**config.mk**
```make
export PLATFORM = sky130hd
export DESIGN_NAME = muldiv_unit
export DESIGN_NICKNAME = d
export VERILOG_FILES = /design/src/rtl/muldiv_unit.sv
export SDC_FILE = /design/constraint.sdc
export NUM_CORES = 2
export LEC_CHECK = 0
export BUFFER_PORTS_ARGS = -buffer_cell sky130_fd_sc_hd__buf_4
export CORE_MARGIN = 2
export CORE_UTILIZATION = 54
export CTS_CLUSTER_DIAMETER = 60
export DETAILED_ROUTE_END_ITERATION = 12
export PLACE_DENSITY = 0.71
export REMOVE_ABC_BUFFERS = 1
export SLEW_MARGIN = 20
export SYNTH_ARGS = -nofsm -noshare
export SYNTH_HDL_FRONTEND = slang
export SYNTH_SLANG_ARGS = --single-unit
```
**constraint.sdc**
```tcl
create_clock -name clk -period 8.9 [get_ports clk]
set_input_delay 0.89 -clock clk [delete_from_list [all_inputs] [get_ports clk]]
set_output_delay 0.89 -clock clk [all_outputs]
set_load 0.05 [all_outputs]
```
**src/rtl/muldiv_unit.sv**
```systemverilog
// muldiv_unit -- iterative RV64M multiply/divide unit for the execute stage.
//
// Sits beside the single-cycle ALU and takes the same forwarded operand pair.
// Multiplies use shift-add and divides use restoring division, one bit per
// cycle. The unit runs 64 iterations for 64-bit ops and 32 for W ops.
// Divide-by-zero, signed overflow and illegal op codes are resolved when the
// request is accepted. With SHORTCUT=1 they finish in a single cycle.
//
// Ports:
//   clk      rising-edge clock
//   resetn   asynchronous active-low reset
//   valid_i  request valid from ID/EX     ready_o  unit idle, can accept
//   op_i     operation code               a_i/b_i  operands (rs1/rs2)
//   flush_i  abort any in-flight op       valid_o  result valid to EX/MEM
//   ready_i  downstream accepts result    c_o      result
//   busy_o   unit in CALC or DONE (pipeline stall)
module muldiv_unit #(
    parameter int SHORTCUT = 1
) (
    input  logic        clk,
    input  logic        resetn,
    input  logic        valid_i,
    output logic        ready_o,
    input  logic [3:0]  op_i,
    input  logic [63:0] a_i,
    input  logic [63:0] b_i,
    input  logic        flush_i,
    output logic        valid_o,
    input  logic        ready_i,
    output logic [63:0] c_o,
    output logic        busy_o
);

    localparam logic [1:0] S_IDLE = 2'd0;
    localparam logic [1:0] S_CALC = 2'd1;
    localparam logic [1:0] S_DONE = 2'd2;

    function automatic logic [63:0] sext32(input logic [31:0] x);
        return {{32{x[31]}}, x};
    endfunction

    logic [1:0]  state_q, state_d;
    logic [6:0]  cnt_q,   cnt_d;
    logic        w_q,     w_d;       // 32-bit (W) operation
    logic        mul_q,   mul_d;
    logic        rem_q,   rem_d;
    logic        neg_q,   neg_d;     // final result must be negated
    logic        spec_q,  spec_d;    // result already decided at accept
    logic [63:0] x_q,     x_d;       // mul: accumulator / div: partial remainder
    logic [63:0] y_q,     y_d;       // mul: multiplicand / div: dividend-quotient shifter
    logic [63:0] z_q,     z_d;       // mul: multiplier / div: divisor magnitude
    logic [63:0] c_q,     c_d;

    // ---------------- request decode ----------------
    logic        in_w, in_mul, in_signed, in_rem, in_illegal;
    logic [63:0] a_ext, b_ext, mag_a, mag_b, a_min;
    logic        sign_a, sign_b, b_zero, ovf, in_special;
    logic [63:0] spec_val;

    always_comb begin
        in_w       = op_i[3];
        in_mul     = (op_i[2:0] == 3'd0);
        in_signed  = (op_i[2:0] == 3'd1) || (op_i[2:0] == 3'd3);
        in_rem     = (op_i[2:0] == 3'd3) || (op_i[2:0] == 3'd4);
        in_illegal = (op_i[2:0] > 3'd4);

        // MULW is sign-extended too: only the low 32 product bits are kept.
        if (in_w && (in_signed || in_mul)) begin
            a_ext = sext32(a_i[31:0]);
            b_ext = sext32(b_i[31:0]);
        end else if (in_w) begin
            a_ext = {32'd0, a_i[31:0]};
            b_ext = {32'd0, b_i[31:0]};
        end else begin
            a_ext = a_i;
            b_ext = b_i;
        end

        sign_a = in_signed && a_ext[63];
        sign_b = in_signed && b_ext[63];
        mag_a  = sign_a ? -a_ext : a_ext;
        mag_b  = sign_b ? -b_ext : b_ext;

        a_min  = in_w ? 64'hFFFF_FFFF_8000_0000 : 64'h8000_0000_0000_0000;
        b_zero = (b_ext == 64'd0);
        ovf    = in_signed && (a_ext == a_min) && (b_ext == '1);

        in_special = in_illegal || (!in_mul && b_zero) || ovf;

        spec_val = 64'd0;
        if (in_illegal)
            spec_val = 64'd0;
        else if (b_zero && in_rem)
            spec_val = in_w ? sext32(a_i[31:0]) : a_i;
        else if (b_zero)
            spec_val = '1;
        else if (ovf && !in_rem)
            spec_val = a_ext;
    end

    // ---------------- one iteration step ----------------
    logic [63:0] mul_sum;
    logic [64:0] div_t, div_r;
    logic        div_ge;
    logic [63:0] quo_next, mag_res, signed_res, fin_res;

    always_comb begin
        mul_sum  = x_q + (z_q[0] ? y_q : 64'd0);
        div_t    = {x_q, y_q[63]};
        div_ge   = (div_t >= {1'b0, z_q});
        div_r    = div_ge ? (div_t - {1'b0, z_q}) : div_t;
        quo_next = {y_q[62:0], div_ge};

        if (mul_q)
            mag_res = mul_sum;
        else if (rem_q)
            mag_res = div_r[63:0];
        else
            mag_res = quo_next;

        signed_res = neg_q ? -mag_res : mag_res;
        fin_res    = w_q ? sext32(signed_res[31:0]) : signed_res;
    end

    // ---------------- next-state logic ----------------
    // NOTE: every signal assigned here gets a default first so that no path
    // leaves it unassigned, which would otherwise infer a latch.
    always_comb begin
        state_d = state_q;
        cnt_d   = cnt_q;
        w_d     = w_q;
        mul_d   = mul_q;
        rem_d   = rem_q;
        neg_d   = neg_q;
        spec_d  = spec_q;
        x_d     = x_q;
        y_d     = y_q;
        z_d     = z_q;
        c_d     = c_q;

        case (state_q)
            S_IDLE: begin
                if (valid_i && !flush_i) begin
                    w_d    = in_w;
                    mul_d  = in_mul;
                    rem_d  = in_rem;
                    neg_d  = in_rem ? sign_a : (sign_a ^ sign_b);
                    spec_d = in_special;
                    x_d    = 64'd0;
                    if (in_mul) begin
                        y_d = a_ext;
                        z_d = b_ext;
                    end else begin
                        // W dividends sit in the top half so the first 32
                        // shifts pull exactly their bits into the remainder.
                        y_d = in_w ? {mag_a[31:0], 32'd0} : mag_a;
                        z_d = mag_b;
                    end
                    if (in_special)
                        c_d = spec_val;
                    if (in_special && (SHORTCUT != 0)) begin
                        state_d = S_DONE;
                        cnt_d   = 7'd0;
                    end else begin
                        state_d = S_CALC;
                        cnt_d   = in_w ? 7'd32 : 7'd64;
                    end
                end
            end
            S_CALC: begin
                cnt_d = cnt_q - 7'd1;
                if (mul_q) begin
                    x_d = mul_sum;
                    y_d = {y_q[62:0], 1'b0};
                    z_d = {1'b0, z_q[63:1]};
                end else begin
                    x_d = div_r[63:0];
                    y_d = quo_next;
                end
                if (cnt_q == 7'd1) begin
                    state_d = S_DONE;
                    if (!spec_q)
                        c_d = fin_res;
                end
            end
            S_DONE: begin
                if (ready_i)
                    state_d = S_IDLE;
            end
            default: state_d = S_IDLE;
        endcase

        if (flush_i) begin
            state_d = S_IDLE;
            cnt_d   = 7'd0;
        end
    end

    // NOTE: datapath registers are reset along with control so that c_o and
    // every internal value come up in a defined state.
    always_ff @(posedge clk or negedge resetn) begin
        if (!resetn) begin
            state_q <= S_IDLE;
            cnt_q   <= 7'd0;
            w_q     <= 1'b0;
            mul_q   <= 1'b0;
            rem_q   <= 1'b0;
            neg_q   <= 1'b0;
            spec_q  <= 1'b0;
            x_q     <= 64'd0;
            y_q     <= 64'd0;
            z_q     <= 64'd0;
            c_q     <= 64'd0;
        end else begin
            // NOTE: non-blocking assignments so every flop samples the values
            // from before this edge.
            state_q <= state_d;
            cnt_q   <= cnt_d;
            w_q     <= w_d;
            mul_q   <= mul_d;
            rem_q   <= rem_d;
            neg_q   <= neg_d;
            spec_q  <= spec_d;
            x_q     <= x_d;
            y_q     <= y_d;
            z_q     <= z_d;
            c_q     <= c_d;
        end
    end

    assign ready_o = (state_q == S_IDLE);
    assign valid_o = (state_q == S_DONE);
    assign busy_o  = (state_q != S_IDLE);
    assign c_o     = c_q;

endmodule
```
Yosys cells after proc, flatten, opt, wreduce, memory -nomap -nowiden

Cells that the tools add are included.

Flip-flop bits (word level): 270
Bits in latches: 0
Memory bits (writable): 0
ROM bits: 0
Input port bits: 137
Output and inout port bits: 67
Word-level logic and storage cells: 112
Memories: 0

Add/subtract/negate cells: 6
$mul: 0
Div/mod/pow operators: 0
Magnitude comparators: 2
Equality and inequality tests: 16
Shift-type cells: 0
Multiplexer cells: 47
Bitwise logic cells: 1
Reduce and logical (&&, ||, !) cells: 29

Operators by type and width:

| operator                                                                 | count |
|---|---|
| 64-bit two-way mux                                                       | 29 |
| 64-bit case mux with 2 select lines                                      | 4 |
| 64-bit negator                                                           | 3 |
| 65-bit by 64-bit >= comparator with 1-bit output                         | 1 |
| 64-bit adder                                                             | 1 |
| 64-bit equality test                                                     | 1 |
| 64-bit equality test (second input constant)                             | 1 |
| 64-bit logical NOT                                                       | 1 |
| 64-bit subtractor                                                        | 1 |
| 63-bit two-way mux                                                       | 1 |
| 7-bit two-way mux                                                        | 4 |
| 7-bit case mux with 2 select lines                                       | 1 |
| 2-bit two-way mux                                                        | 5 |
| 1-bit logical AND                                                        | 9 |
| 7-bit by 1-bit equality test with 1-bit output (second input constant)   | 1 |
| 7-bit by 1-bit subtractor with 7-bit output (second input constant)      | 1 |
| 2-bit inequality test (second input constant)                            | 3 |
| 2-bit case mux with 3 select lines                                       | 1 |
| 2-bit AND reduction                                                      | 3 |
| 3-bit AND reduction                                                      | 2 |
| 1-bit logical OR                                                         | 5 |
| 5-bit AND reduction                                                      | 1 |
| 2-bit by 1-bit inequality test with 1-bit output (second input constant) | 2 |
| 2-bit nonzero test                                                       | 2 |
| 15 further kinds                                                         | 18 |

Logic depth before layout (Yosys ltp)

Word-level depth: 16
Mapped depth: 28
Gate-level depth less buffers: 21

Worst setup path before layout

Ideal clock, no wire load.

Path kind: register to register
Start point: reg x_q[51]
End point: reg c_q[58], in the netlist c_o[58]
Setup time: 0.104 ns
Arrival time: 6.021 ns
Data required time: 8.796 ns
Slack: 2.775 ns
Cell stages (with the launch flop): 27
Path buffers: 7
Clock period less this slack: 6.125 ns
Cell sequence: dfrtp_1 > ha_1 > clkbuf_1 > a21oi_1 > o21ai_1 > a22oi_1 > nand2_1 > or3_1 > a211oi_2 > buf_2 > buf_4 > buf_2 > clkbuf_1 > buf_1 > nor2_1 > a21oi_1 > ha_1 > nand4_1 > nand3_1 > nand2_1 > or3_1 > clkbuf_1 > or4_1 > or4_4 > o21a_1 > xnor2_1 > o311ai_1

Longest elaborated chain between the ends: 10
Elaborated cells between the ends (all ways): 12
Classes of those cells: 3 x add/sub; 1 x order compare; 8 x mux

Ends and longest elaborated chain:

| element                                                                               | RTL line | text |
|---|---|---|
| start: declaration                                                                    | 49       | `logic [63:0] x_q, x_d;` |
| start signal: assignment                                                              | 210      | `x_q <= 64'd0;` |
| start signal: assignment                                                              | 224      | `x_q <= x_d;` |
| 64-bit subtractor or 65-bit by 64-bit >= comparator with 1-bit output (tied branches) | 111, 110 |  |
| 64-bit two-way mux                                                                    | 111      | `div_r = div_ge ? (div_t - {1'b0, z_q}) : div_t;` |
| 64-bit two-way mux                                                                    | 116      | `else if (rem_q)` |
| 64-bit two-way mux (*)                                                                | 114      | `if (mul_q)` |
| 64-bit negator                                                                        | 121      | `signed_res = neg_q ? -mag_res : mag_res;` |
| 64-bit two-way mux (*)                                                                | 121      |  |
| 64-bit two-way mux (*)                                                                | 122      | `fin_res = w_q ? sext32(signed_res[31:0]) : signed_res;` |
| 64-bit two-way mux (*)                                                                | 182      | `if (!spec_q)` |
| 64-bit two-way mux (*)                                                                | 180      | `if (cnt_q == 7'd1) begin` |
| 64-bit case mux with 2 select lines (*)                                               | 141      | `case (state_q)` |
| end signal: assignment                                                                | 213      | `c_q <= 64'd0;` |
| end signal: assignment                                                                | 227      | `c_q <= c_d;` |
| end: declaration                                                                      | 52       | `logic [63:0] c_q, c_d;` |

Mark *: on every way between the ends. The rest lies on a longest branch, timed or not. The select of a mux whose other input is x is not followed.
A chain may end at the register's enable or synchronous reset.

Worst setup path after layout

Start point: reg x_q[57]
End point: reg c_q[54], in the netlist c_o[54]

Longest elaborated chain between the ends: 10

Ends and longest elaborated chain:

| element                                              | RTL line | text |
|---|---|---|
| 65-bit by 64-bit >= comparator with 1-bit output (*) | 110      | `div_ge = (div_t >= {1'b0, z_q});` |
| 64-bit two-way mux                                   | 111      |  |
| 64-bit two-way mux (*)                               | 116      |  |
| 64-bit two-way mux (*)                               | 114      |  |
| 64-bit negator                                       | 121      |  |
| 64-bit two-way mux (*)                               | 121      |  |
| 64-bit two-way mux (*)                               | 122      |  |
| 64-bit two-way mux (*)                               | 182      |  |
| 64-bit two-way mux (*)                               | 180      |  |
| 64-bit case mux with 2 select lines (*)              | 141      |  |

Marked as above.

==> metrics.md <==
| Metric | Value |
|---|---|
| Run status | complete, no violations |
| I/O pin count | ~200 |
| Number of synthesized flops with an enable pin | 0 |
| TritonCTS sink count | 270 |
| Routed via count divided by cell count | around 6.9 |
| CTS tree | done |
| Worst setup SP type | flop |
| Clock network fraction of total power | 0.139 |
| Signed area change from the synthesized netlist to the final layout | 10.43% |
| Final setup violation count | 0 |
| FP Rows | 86 |
| Worst reg2reg startpoint | x_q[57]$_DFFE_PN0P_ |
| Proportion of power drawn by flip-flops and latches | 0.195 |
| Slew @ Worst Pin | between 1000 and 1500 ps |
| RSZ-0062 raised after global routing | false |
| Arrival time worst endpoint | roughly 7900 ps |
| Synthesis Warnings | 0 |
| Number of distinct library cells after synthesis | just over 100 |
| Cell area power density | 355.2 nW/um2 |
| Period utilization | 0.8315 |
| Detailed-router iteration count before antenna repair | 6 |
| CTS buffer count | 40 |
| Switching part of the total | 0.5546 |
| Most used standard cells in the synthesized netlist | sky130_fd_sc_hd__nand2_1, sky130_fd_sc_hd__o21ai_0, sky130_fd_sc_hd__a21oi_1, sky130_fd_sc_hd__nor2_1, sky130_fd_sc_hd__dfrtp_1 |
| Global placement routability congestion | around 1.1 |
| DR vias | about 34000 |
| Async SR Flop Fraction | 1.000 |
| Area share of the largest cell type after synthesis | 0.2243 |
| Final worst path period need | ~7400 ps |
| Avg WL per Cell | ~26 um |
| Placed instance area | ~32000 um2 |
| R2R cell count | 17 |
| Die Y-Extent | about 240 um |
| Internal Power | 5.262 mW |
| Fin util | 0.6038 |
| Source of the critical timing path | x_q[57]$_DFFE_PN0P_ |
| Largest cells by area after synthesis | sky130_fd_sc_hd__dfrtp_1, sky130_fd_sc_hd__o21ai_0, sky130_fd_sc_hd__nand2_1 |
| Part of the power in combinational logic | 0.665 |
| All-Layer GR Usage | 0.4402 |
| Prevailing post-synth register cell | sky130_fd_sc_hd__dfrtp_1 |
| Number of gates resized after cts | 0 |
| Estimated wirelength of the detail-placed design | ~100000 um |
| Die Footprint | 57690 um2 |
| Flip-flop and latch count after synthesis | 270 |
| IO buf count | 203 |
| Setup skew after layout | ~21 ps |
| Max-capacitance violation count | 0 |
| Largest fanout on the critical path | 31 |
| Area of all placed cells without fillers | ~33000 um2 |
| Setup slack, reg-to-reg | about 1500 ps |
| # H-tree levels | 2 |
| Share of cells above drive strength 1 | 0.09958 |
| Residual antenna-violating net count after detailed routing | 0 |
| Number of antenna violations at the first check in global routing | 4 |
| Global-route wire length before repair | roughly 190000 um |
| Capturing point of the worst reg2reg path | c_o[54]$_DFFE_PN0P_ |
| Mapped Avg Cell Area | slightly above 7 um2 |
| Number of buffers inserted to repair setup after CTS | 0 |
| Number of global-route vias before repair | 30880 |
| Pins over their slew limit | 0 |
| Critical Setup Path Class | flop to flop |
| Headroom to the max-slew limit | 0.2358 |
| Number of buffers on the longest clock path | 3 |
| Clk slew on worst S/H paths | roughly 60 ps |
| Initial Utilization | 0.5468 |
| VDD IR-drop max | ~0.21 mV |
| CP endpoint kind | flop |
| Endpoint of the worst setup timing path | c_o[54]$_DFFE_PN0P_ |
| Count of inserted antenna diode cells | 0 |
| Hold Vio Cnt, Final | 0 |
| Starting DRT DRC Count | around 4500 |
| Maximum achievable frequency | between 0.1 and 0.15 GHz |
| Mapped cell area | between 30000 and 40000 um2 |
| Pleak | ~14 nW |
| Worst-skew pair later-pin latency | approximately 570 ps |
| Clk Tree Root Cell | sky130_fd_sc_hd__clkbuf_16 |
| Die width | ~240 um |
| CP required | just over 9000 ps |
| Drt drc | 0 |
| Global route overflow | 0 |
| Final routed wirelength across all metal layers | about 130000 um |
| Area inside the core boundary | ~55000 um2 |
| Maximum number of pins on one net before global-route repair | around 100 |
| Leading cell type by number of instances after synthesis | sky130_fd_sc_hd__nand2_1 |
| Worst hold path class | input port to async pin |
| Biggest area consumer among synthesized cells | sky130_fd_sc_hd__dfrtp_1 |
| Portion of the post-synthesis area used by sequential elements | 0.2243 |
| Net Switching | approximately 6.6 mW |
| Post-CTS Hold Fix Bufs | 0 |
| Nets | around 4500 |
| Synth Instances | between 4000 and 5000 |
area by class of cell:
cell class | instances | area [um2]
tap | 748 | 935.9
clock buffer | 49 | 1095
clock inverter | 24 | 276.5
timing repair buffer | 259 | 1964
sequential | 270 | 6763
inverter | 125 | 469.2
multi-input combinational | 3521 | 21760
fill | 5245 | 21830
placed cells by master, fill, tap and decap left out, types with 96 or more instances in the layout:
| cell type | count |
|---|---|
| sky130_fd_sc_hd__o21ai_0 | 429 |
| sky130_fd_sc_hd__o211ai_1 | 99 |
| sky130_fd_sc_hd__nand2_1 | 537 |
| sky130_fd_sc_hd__dfrtp_1 | 267 |
| sky130_fd_sc_hd__xor2_1 | 111 |
| sky130_fd_sc_hd__a21oi_1 | 394 |
| sky130_fd_sc_hd__inv_1 | 123 |
| sky130_fd_sc_hd__nand3_1 | 112 |
| sky130_fd_sc_hd__ha_1 | 134 |
| sky130_fd_sc_hd__xnor2_1 | 140 |
| sky130_fd_sc_hd__nor2_1 | 352 |
| sky130_fd_sc_hd__buf_4 | 257 |
| sky130_fd_sc_hd__nor3_1 | 96 |
through the flow:
| stage | hold WS, ps | worst slack, ps | instances | total power, mW | TNS [ps] |
|---|---|---|---|---|---|
| 6_report | 308.3 | 1500 | 4996 | 11.82 | 0 |
| 5_1_grt | 391.9 | 1257 | 4996 | 12.44 | 0 |
| 4_1_cts | 368.1 | 1613 | 4996 | 11.48 | 0 |
| 3_5_place_dp | 485.4 | 1664 | 4923 | 9.783 | 0 |
| 3_3_place_gp | 478.8 | 1797 | 4923 | 9.785 | 0 |
| 2_1_floorplan | 475.1 | -3623 | 3916 | 7.285 | -310880 |
state kept, by name (all words and copies together), names as in the netlist:
register  flops
cnt_q         7
y_q          64
c_o          64
rem_q         1
x_q          64
z_q          64
mul_q         1
spec_q        1
neg_q         1
w_q           1
state_q       2
power by group through the flow:
| stage | registers, mW | clock network (mW) | logic [mW] |
|---|---|---|---|
| 2_1_floorplan | 2.38 | 0 | 4.91 |
| 3_3_place_gp | 2.26 | 0 | 7.53 |
| 3_5_place_dp | 2.25 | 0 | 7.53 |
| 4_1_cts | 2.24 | 1.66 | 7.58 |
| 5_1_grt | 2.32 | 1.71 | 8.41 |
| 6_report | 2.30 | 1.65 | 7.86 |
worst min path at each step:
stage / to / slack, ps / cells after the start
after floorplan: y_q[9]$_DFFE_PN0P_ / 480 / 2
after global placement: c_o[1]$_DFFE_PN0P_ / 480 / 1
after detailed placement: c_o[1]$_DFFE_PN0P_ / 490 / 1
after CTS: c_o[5]$_DFFE_PN0P_ / 370 / 1
after global routing: c_o[5]$_DFFE_PN0P_ / 390 / 1
final: c_o[4]$_DFFE_PN0P_ / 310 / 1
per-layer routing:
metal / share of wire / global-route usage
met1: 0.40 / 0.5978
met2: 0.41 / 0.6392
met3: 0.13 / 0.1315
met4: 0.053 / 0.2044
met5: 0.00064 / 0
critical path: stages (launching register included):
cell and delay, ps:
sky130_fd_sc_hd__dfrtp_1 490, sky130_fd_sc_hd__ha_1 530, sky130_fd_sc_hd__nand4_1 210, sky130_fd_sc_hd__nor3_1 290
sky130_fd_sc_hd__nand2_1 160, sky130_fd_sc_hd__or3b_1 440, sky130_fd_sc_hd__or2_1 420, sky130_fd_sc_hd__o211ai_4 810
sky130_fd_sc_hd__buf_4 570, sky130_fd_sc_hd__mux2_2 410, sky130_fd_sc_hd__a221oi_2 370, sky130_fd_sc_hd__nand4_1 220
sky130_fd_sc_hd__or4_1 720, sky130_fd_sc_hd__or4_1 690, sky130_fd_sc_hd__o31ai_1 380, sky130_fd_sc_hd__xor2_1 190
sky130_fd_sc_hd__nor2_1 60, sky130_fd_sc_hd__o32a_1 290
cells by family (layout without fill, tap and decap cells):
logic type	after synthesis	after routing	share of synthesized area
AO/OA/AOI/OAI	1558	1558	0.3336
AND/OR/NAND/NOR	1532	1532	0.2407
buffers and inverters	436	457	0.05624
flip-flops	270	270	0.2243
multiplexers	43	43	0.01487
adder cells (fa/ha/maj)	137	137	0.05732
XOR/XNOR	251	251	0.07298
No activity file was read; power rests on OpenSTA's default activity.
